### config.mk
export PLATFORM = sky130hd
export DESIGN_NAME = inst_fetch
export DESIGN_NICKNAME = d
export VERILOG_FILES = /design/src/rtl/inst_fetch.sv
export SDC_FILE = /design/constraint.sdc
export NUM_CORES = 1
export LEC_CHECK = 0
export ABC_AREA = 1
export BUFFER_PORTS_ARGS = -buffer_cell sky130_fd_sc_hd__buf_2
export CORE_AREA = 2 2 104 106
export DETAILED_ROUTE_END_ITERATION = 8
export DIE_AREA = 0 0 106 108
export GPL_TIMING_DRIVEN = 0
export PLACE_DENSITY = 0.76
export SLEW_MARGIN = 20
export SYNTH_ARGS = -nofsm -noshare
export SYNTH_HDL_FRONTEND = slang
export SYNTH_SLANG_ARGS = --single-unit
export TNS_END_PERCENT = 30
### constraint.sdc
create_clock -name clk -period 1.8 [get_ports clk]
set_clock_uncertainty 0.05 [all_clocks]
set_input_delay 0.36 -clock clk [delete_from_list [all_inputs] [get_ports clk]]
set_output_delay 0.36 -clock clk [all_outputs]
set_load 0.05 [all_outputs]
### src/rtl/inst_fetch.sv
// -----------------------------------------------------------------------------
// inst_fetch - instruction fetch stage for the teaching CPU.
//
// Owns the program counter and drives the word address of an asynchronous
// instruction ROM. The returned word is captured into an IF/ID holding
// register and offered to decode over a valid/ready handshake. Decode can
// redirect fetch with a branch/jump; a misaligned target halts the stage
// until reset.
//
// Optional feature macro: INST_FETCH_PERF_CNT_EN
//   defined   -> fetch_cnt port present, counts accepted instructions
//   undefined -> fetch_cnt port and counter absent
//
// Ports:
//   clk        in   system clock, rising edge
//   resetn     in   asynchronous active-low reset
//   fetch_en   in   level, allows fetching to start or continue
//   inst_addr  out  ROM word address, combinational from pc
//   inst       in   ROM data for inst_addr, same cycle
//   id_valid   out  IF/ID register holds an instruction
//   id_ready   in   decode accepts id_inst this cycle
//   id_inst    out  buffered instruction
//   id_pc      out  byte address of id_inst
//   br_taken   in   redirect request pulse
//   br_target  in   redirect byte address
//   fetch_err  out  sticky misaligned-target flag
//   fetch_cnt  out  accepted-instruction count (macro only)
// -----------------------------------------------------------------------------
module inst_fetch #(
  parameter int unsigned ADDR_W   = 5,
  parameter logic [31:0] RESET_PC = 32'h0000_0000
) (
  input  logic              clk,
  input  logic              resetn,
  input  logic              fetch_en,
  output logic [ADDR_W-1:0] inst_addr,
  input  logic [31:0]       inst,
  output logic              id_valid,
  input  logic              id_ready,
  output logic [31:0]       id_inst,
  output logic [31:0]       id_pc,
  input  logic              br_taken,
  input  logic [31:0]       br_target,
  output logic              fetch_err
`ifdef INST_FETCH_PERF_CNT_EN
  ,
  output logic [31:0]       fetch_cnt
`endif
);

  localparam int unsigned PC_W = 32;

  typedef enum logic [1:0] {
    S_IDLE = 2'd0,
    S_RUN  = 2'd1,
    S_HALT = 2'd2
  } state_t;

  state_t          r_state;
  logic [PC_W-1:0] r_pc;
  logic [31:0]     r_id_inst;
  logic [PC_W-1:0] r_id_pc;
  logic            r_id_valid;
  logic            r_fetch_err;

  logic            w_load;
  logic            w_accept;
  logic            w_tgt_aligned;

  // Holding register may be refilled when empty or being drained this cycle.
  assign w_load        = !r_id_valid || id_ready;
  assign w_accept      = r_id_valid && id_ready;
  assign w_tgt_aligned = (br_target[1:0] == 2'b00);

  // ROM address is the word index of pc; upper pc bits alias.
  assign inst_addr = r_pc[ADDR_W+1:2];

  assign id_valid  = r_id_valid;
  assign id_inst   = r_id_inst;
  assign id_pc     = r_id_pc;
  assign fetch_err = r_fetch_err;

  // Fetch state machine, pc and IF/ID register.
  always_ff @(posedge clk or negedge resetn) begin
    if (!resetn) begin
      r_state     <= S_IDLE;
      r_pc        <= RESET_PC;
      r_id_inst   <= 32'd0;
      r_id_pc     <= 32'd0;
      r_id_valid  <= 1'b0;
      r_fetch_err <= 1'b0;
    end else begin
      case (r_state)
        S_IDLE: begin
          if (br_taken && !w_tgt_aligned) begin
            r_fetch_err <= 1'b1;
            r_id_valid  <= 1'b0;
            r_state     <= S_HALT;
          end else begin
            if (br_taken) begin
              r_pc       <= br_target;
              r_id_valid <= 1'b0;
            end
            if (fetch_en) begin
              r_state <= S_RUN;
            end
          end
        end

        S_RUN: begin
          // Redirect wins over load: the in-flight word at pc is wrong-path.
          if (br_taken) begin
            r_id_valid <= 1'b0;
            if (w_tgt_aligned) begin
              r_pc <= br_target;
            end else begin
              r_fetch_err <= 1'b1;
              r_state     <= S_HALT;
            end
          end else if (w_load) begin
            if (fetch_en) begin
              r_id_inst  <= inst;
              r_id_pc    <= r_pc;
              r_id_valid <= 1'b1;
              r_pc       <= r_pc + PC_W'(4);
            end else begin
              // Current entry is drained; stop with pc pointing at next fetch.
              r_id_valid <= 1'b0;
              r_state    <= S_IDLE;
            end
          end
        end

        S_HALT: begin
          r_id_valid <= 1'b0;
        end

        default: begin
          r_state    <= S_IDLE;
          r_id_valid <= 1'b0;
        end
      endcase
    end
  end

`ifdef INST_FETCH_PERF_CNT_EN
  logic [31:0] r_fetch_cnt;

  // Counts handshakes; naturally frozen in HALT since id_valid is low there.
  always_ff @(posedge clk or negedge resetn) begin
    if (!resetn) begin
      r_fetch_cnt <= 32'd0;
    end else if (w_accept && (r_state != S_HALT)) begin
      r_fetch_cnt <= r_fetch_cnt + 32'd1;
    end
  end

  assign fetch_cnt = r_fetch_cnt;
`else
  // Handshake only feeds the counter; keep it referenced without the feature.
  logic w_accept_unused;
  assign w_accept_unused = w_accept;
`endif

endmodule

==> flow_summary.json <==
{
  "critical-path-top-cell-by-count": "nand2_1",
  "remaining_global_route_overflow": 0,
  "die_width_um": 106,
  "yosys_warns": 0,
  "first_global_vias": 4458,
  "worstSetupEndpointType": "flip-flop",
  "layout-drive-gt1-share_pct": 31.1,
  "synth.net_count": 690,
  "detail_route.drc_violations": 0,
  "report.final.setup_viol": 0,
  "ys_top_cells_by_area": "dfrtp_1, nand2_1, mux2_4",
  "commonest_non_fill_non_tap_cells_in_the_layout": "nand2_1, buf_2, dfrtp_1",
  "cts_buffer_depth": 2,
  "hold_class": "input pin to flip-flop",
  "design.final.nets": 844,
  "placement_rows": 37,
  "syn_avg_cell_area_sq_um": 8.22,
  "synth.largest_area_cell": "dfrtp_1",
  "async_reset_ff_share_pct": 100,
  "path_cells": "inv_2, nand2_1, a21oi_1, nand2_4, inv_4, clkbuf_4, nand2_1, nand2_1, inv_1",
  "static_leakage_uw": 0.00325,
  "power-per-cell-area_nw_per_um2": 1870,
  "detailedRoute.firstIterationViolations": 238,
  "initial_antenna_violation_count": 0,
  "area_growth_pct": 23.3,
  "clk-insertion-delay-late_ns": 0.37,
  "power.internal_uw": 5680,
  "placeableCoreArea_sq_um": 10200,
  "finalHoldViolations": 0,
  "cts_tree": "done",
  "rsz_0062_raised_after_global_routing": "yes",
  "grt_start_max_net_pins": 63,
  "worstMarginPinSlew_ns": 0.599,
  "wl_per_cell_um": 15.0,
  "layout.cells.most_common": "nand2_1",
  "synth_ff_type": "dfrtp_1",
  "startpoint_type": "flip-flop",
  "ys_seq_elements": 100,
  "crit_path_max_incr_delay_ns": 0.40,
  "worst_setup_hold_path_clk_slew_ns": 0.10,
  "synth_cell_type_count": 30,
  "worst-endpoint-required_ns": 2.02,
  "antenna_cells": 0,
  "critPathTopFamily": "buffers and inverters",
  "worst_path_buf_inv": 4,
  "clock_tree.root_cell": "clkbuf_8",
  "cts_sinks": 100,
  "first_pass_grt_wire_length_mm": 22.3,
  "post_synth_instance_area_sq_um": 5090,
  "place.port_buffers": 139,
  "dr.pass1.iters": 5,
  "routed_wirelength_mm": 13.7,
  "power.share.clock_pct": 12.4,
  "route.vias.total": 4619,
  "path_class": "flip-flop to flip-flop",
  "h-tree-depth": 3,
  "gp_congestion": 0.947,
  "initial_utilization_pct": 49.8,
  "switching_share_pct": 51.5,
  "placedInstanceArea_sq_um": 5990,
  "ant_nets": 0,
  "netlist_instances": 620,
  "maxCapViolations": 0,
  "achievable-frequency_ghz": 0.584,
  "critical_path_arrival_ns": 1.94,
  "chipHeight_um": 108,
  "synth-seq-area-share_pct": 49.1,
  "gr-usage-all-layers_pct": 24.8,
  "net-switching-power_uw": 6030,
  "final-max-slew-violation-count": 0,
  "period_share_pct": 95.2,
  "boundaryPins": 140,
  "post-route-min-period_ns": 1.71,
  "critical_path.slowest_cell": "dfrtp_1",
  "via_per_inst": 5.05,
  "seq_power_share_pct": 34.5,
  "timing.max_slew.rel_slack_pct": 60.1,
  "critPathMaxFanout": 10,
  "outcome": "complete, no violations",
  "power.combinational.fraction_pct": 53.1,
  "final_instance_area_sq_um": 6280,
  "synth-edff-count": 0,
  "hpwl_mm": 10.7,
  "die_area_sq_um": 11400,
  "finalPower_uw": 11700,
  "worst_ir_drop_vdd_uv": 1090,
  "number_of_cts_inserted_buffers": 9,
  "synth_top_area_share_pct": 49.1
}
## cell type report
cell class                      instances  area [sq um]
Clock buffer                            9           124
Sequential cell                       100          2500
Buffer                                 27           180
Tap cell                              136           170
Fill cell                             945          3950
Clock inverter                          7          75.1
Timing Repair Buffer                  143           754
Multi-Input combinational cell        433          2240
Inverter                               60           230
## per-layer routing
layer	up-vias	GRT usage [%]	wire, um
li1	2273	-	-
met1	2173	33.2	6340
met2	157	42.2	6420
met3	16	4.46	816
met4	0	6.11	176
met5	-	0	0
## worst register-to-register path: stages, from the launching register on
cell	delay (ns)
dfrtp_1	0.40
inv_2	0.11
nand2_1	0.09
a21oi_1	0.26
nand2_4	0.17
inv_4	0.14
clkbuf_4	0.23
nand2_1	0.07
nand2_1	0.06
inv_1	0.04
## cell families after synthesis
family	Yosys count	share of synthesized area, %
adder cells (fa/ha/maj)	1	0.246
AND/OR/NAND/NOR	311	24.8
multiplexers	35	9.36
AO/OA/AOI/OAI	84	8.33
flip-flops	100	49.1
XOR/XNOR	2	0.344
buffers and inverters	87	7.81
## repair_timing
item / CTS / global route
hold buffers: 1 / 0
setup buffers: 0 / 2
resized for setup: 4 / 16
pin swaps: 0 / 2
setup endpoints to repair: 8 / 33
endpoints found under the hold margin: 38 / 0
## stage by stage
step / hold slack, ns / instances / setup WS (ns) / utilization (%) / TNS (ns)
after global placement: 0.393 / 895 / -0.698 / 58.2 / -69.19
final: 0.145 / 915 / 0.0873 / 61.4 / 0
after CTS: 0.140 / 913 / 0.00494 / 60.7 / 0
after global routing: 0.134 / 915 / -0.0252 / 61.4 / -0.118
after floorplan: 0.0144 / 620 / 0.0776 / - / 0
after detailed placement: 0.244 / 896 / -0.158 / 58.6 / -0.668
## registers in the layout, indices dropped and copies added (netlist names)
signal     flops
id_pc         32
r_state        2
id_inst       32
r_pc          32
fetch_err      1
id_valid       1
## power by group through the flow
stage | registers, uW | logic, uW | clock network [uW]
2_1_floorplan | 6320 | 2320 | 0
3_3_place_gp | 4010 | 6060 | 0
3_5_place_dp | 4070 | 6150 | 0
4_1_cts | 4030 | 6180 | 1480
5_1_grt | 4180 | 6690 | 1590
6_report | 4040 | 6220 | 1460
## final timing paths
path                                         from                       to  slack, ns  cells after the start
max reg2reg                r_state[1]$_DFFE_PN0P_     r_pc[19]$_DFFE_PN0P_       0.09                      9
max                        r_state[1]$_DFFE_PN0P_     r_pc[19]$_DFFE_PN0P_       0.09                      9
max in group asynchronous                  resetn  id_inst[29]$_DFFE_PN0P_       0.67                      3
min                                      br_taken     id_valid$_DFFE_PN0P_       0.15                      2
min in group asynchronous                  resetn     r_pc[23]$_DFFE_PN0P_       0.39                      2
min reg2reg                 fetch_err$_DFFE_PN0P_    fetch_err$_DFFE_PN0P_       0.41                      2
## Yosys cell counts, drive strengths merged (3+ instances only)
cell and count:
a21oi 24, buf 22, clkbuf 5, dfrtp 100
inv 59, mux2 35, nand2 203, nand3 34
nand4 3, nor2 62, o21ai 58, or2 7
Note: power is estimated with default switching activity, not from simulation.
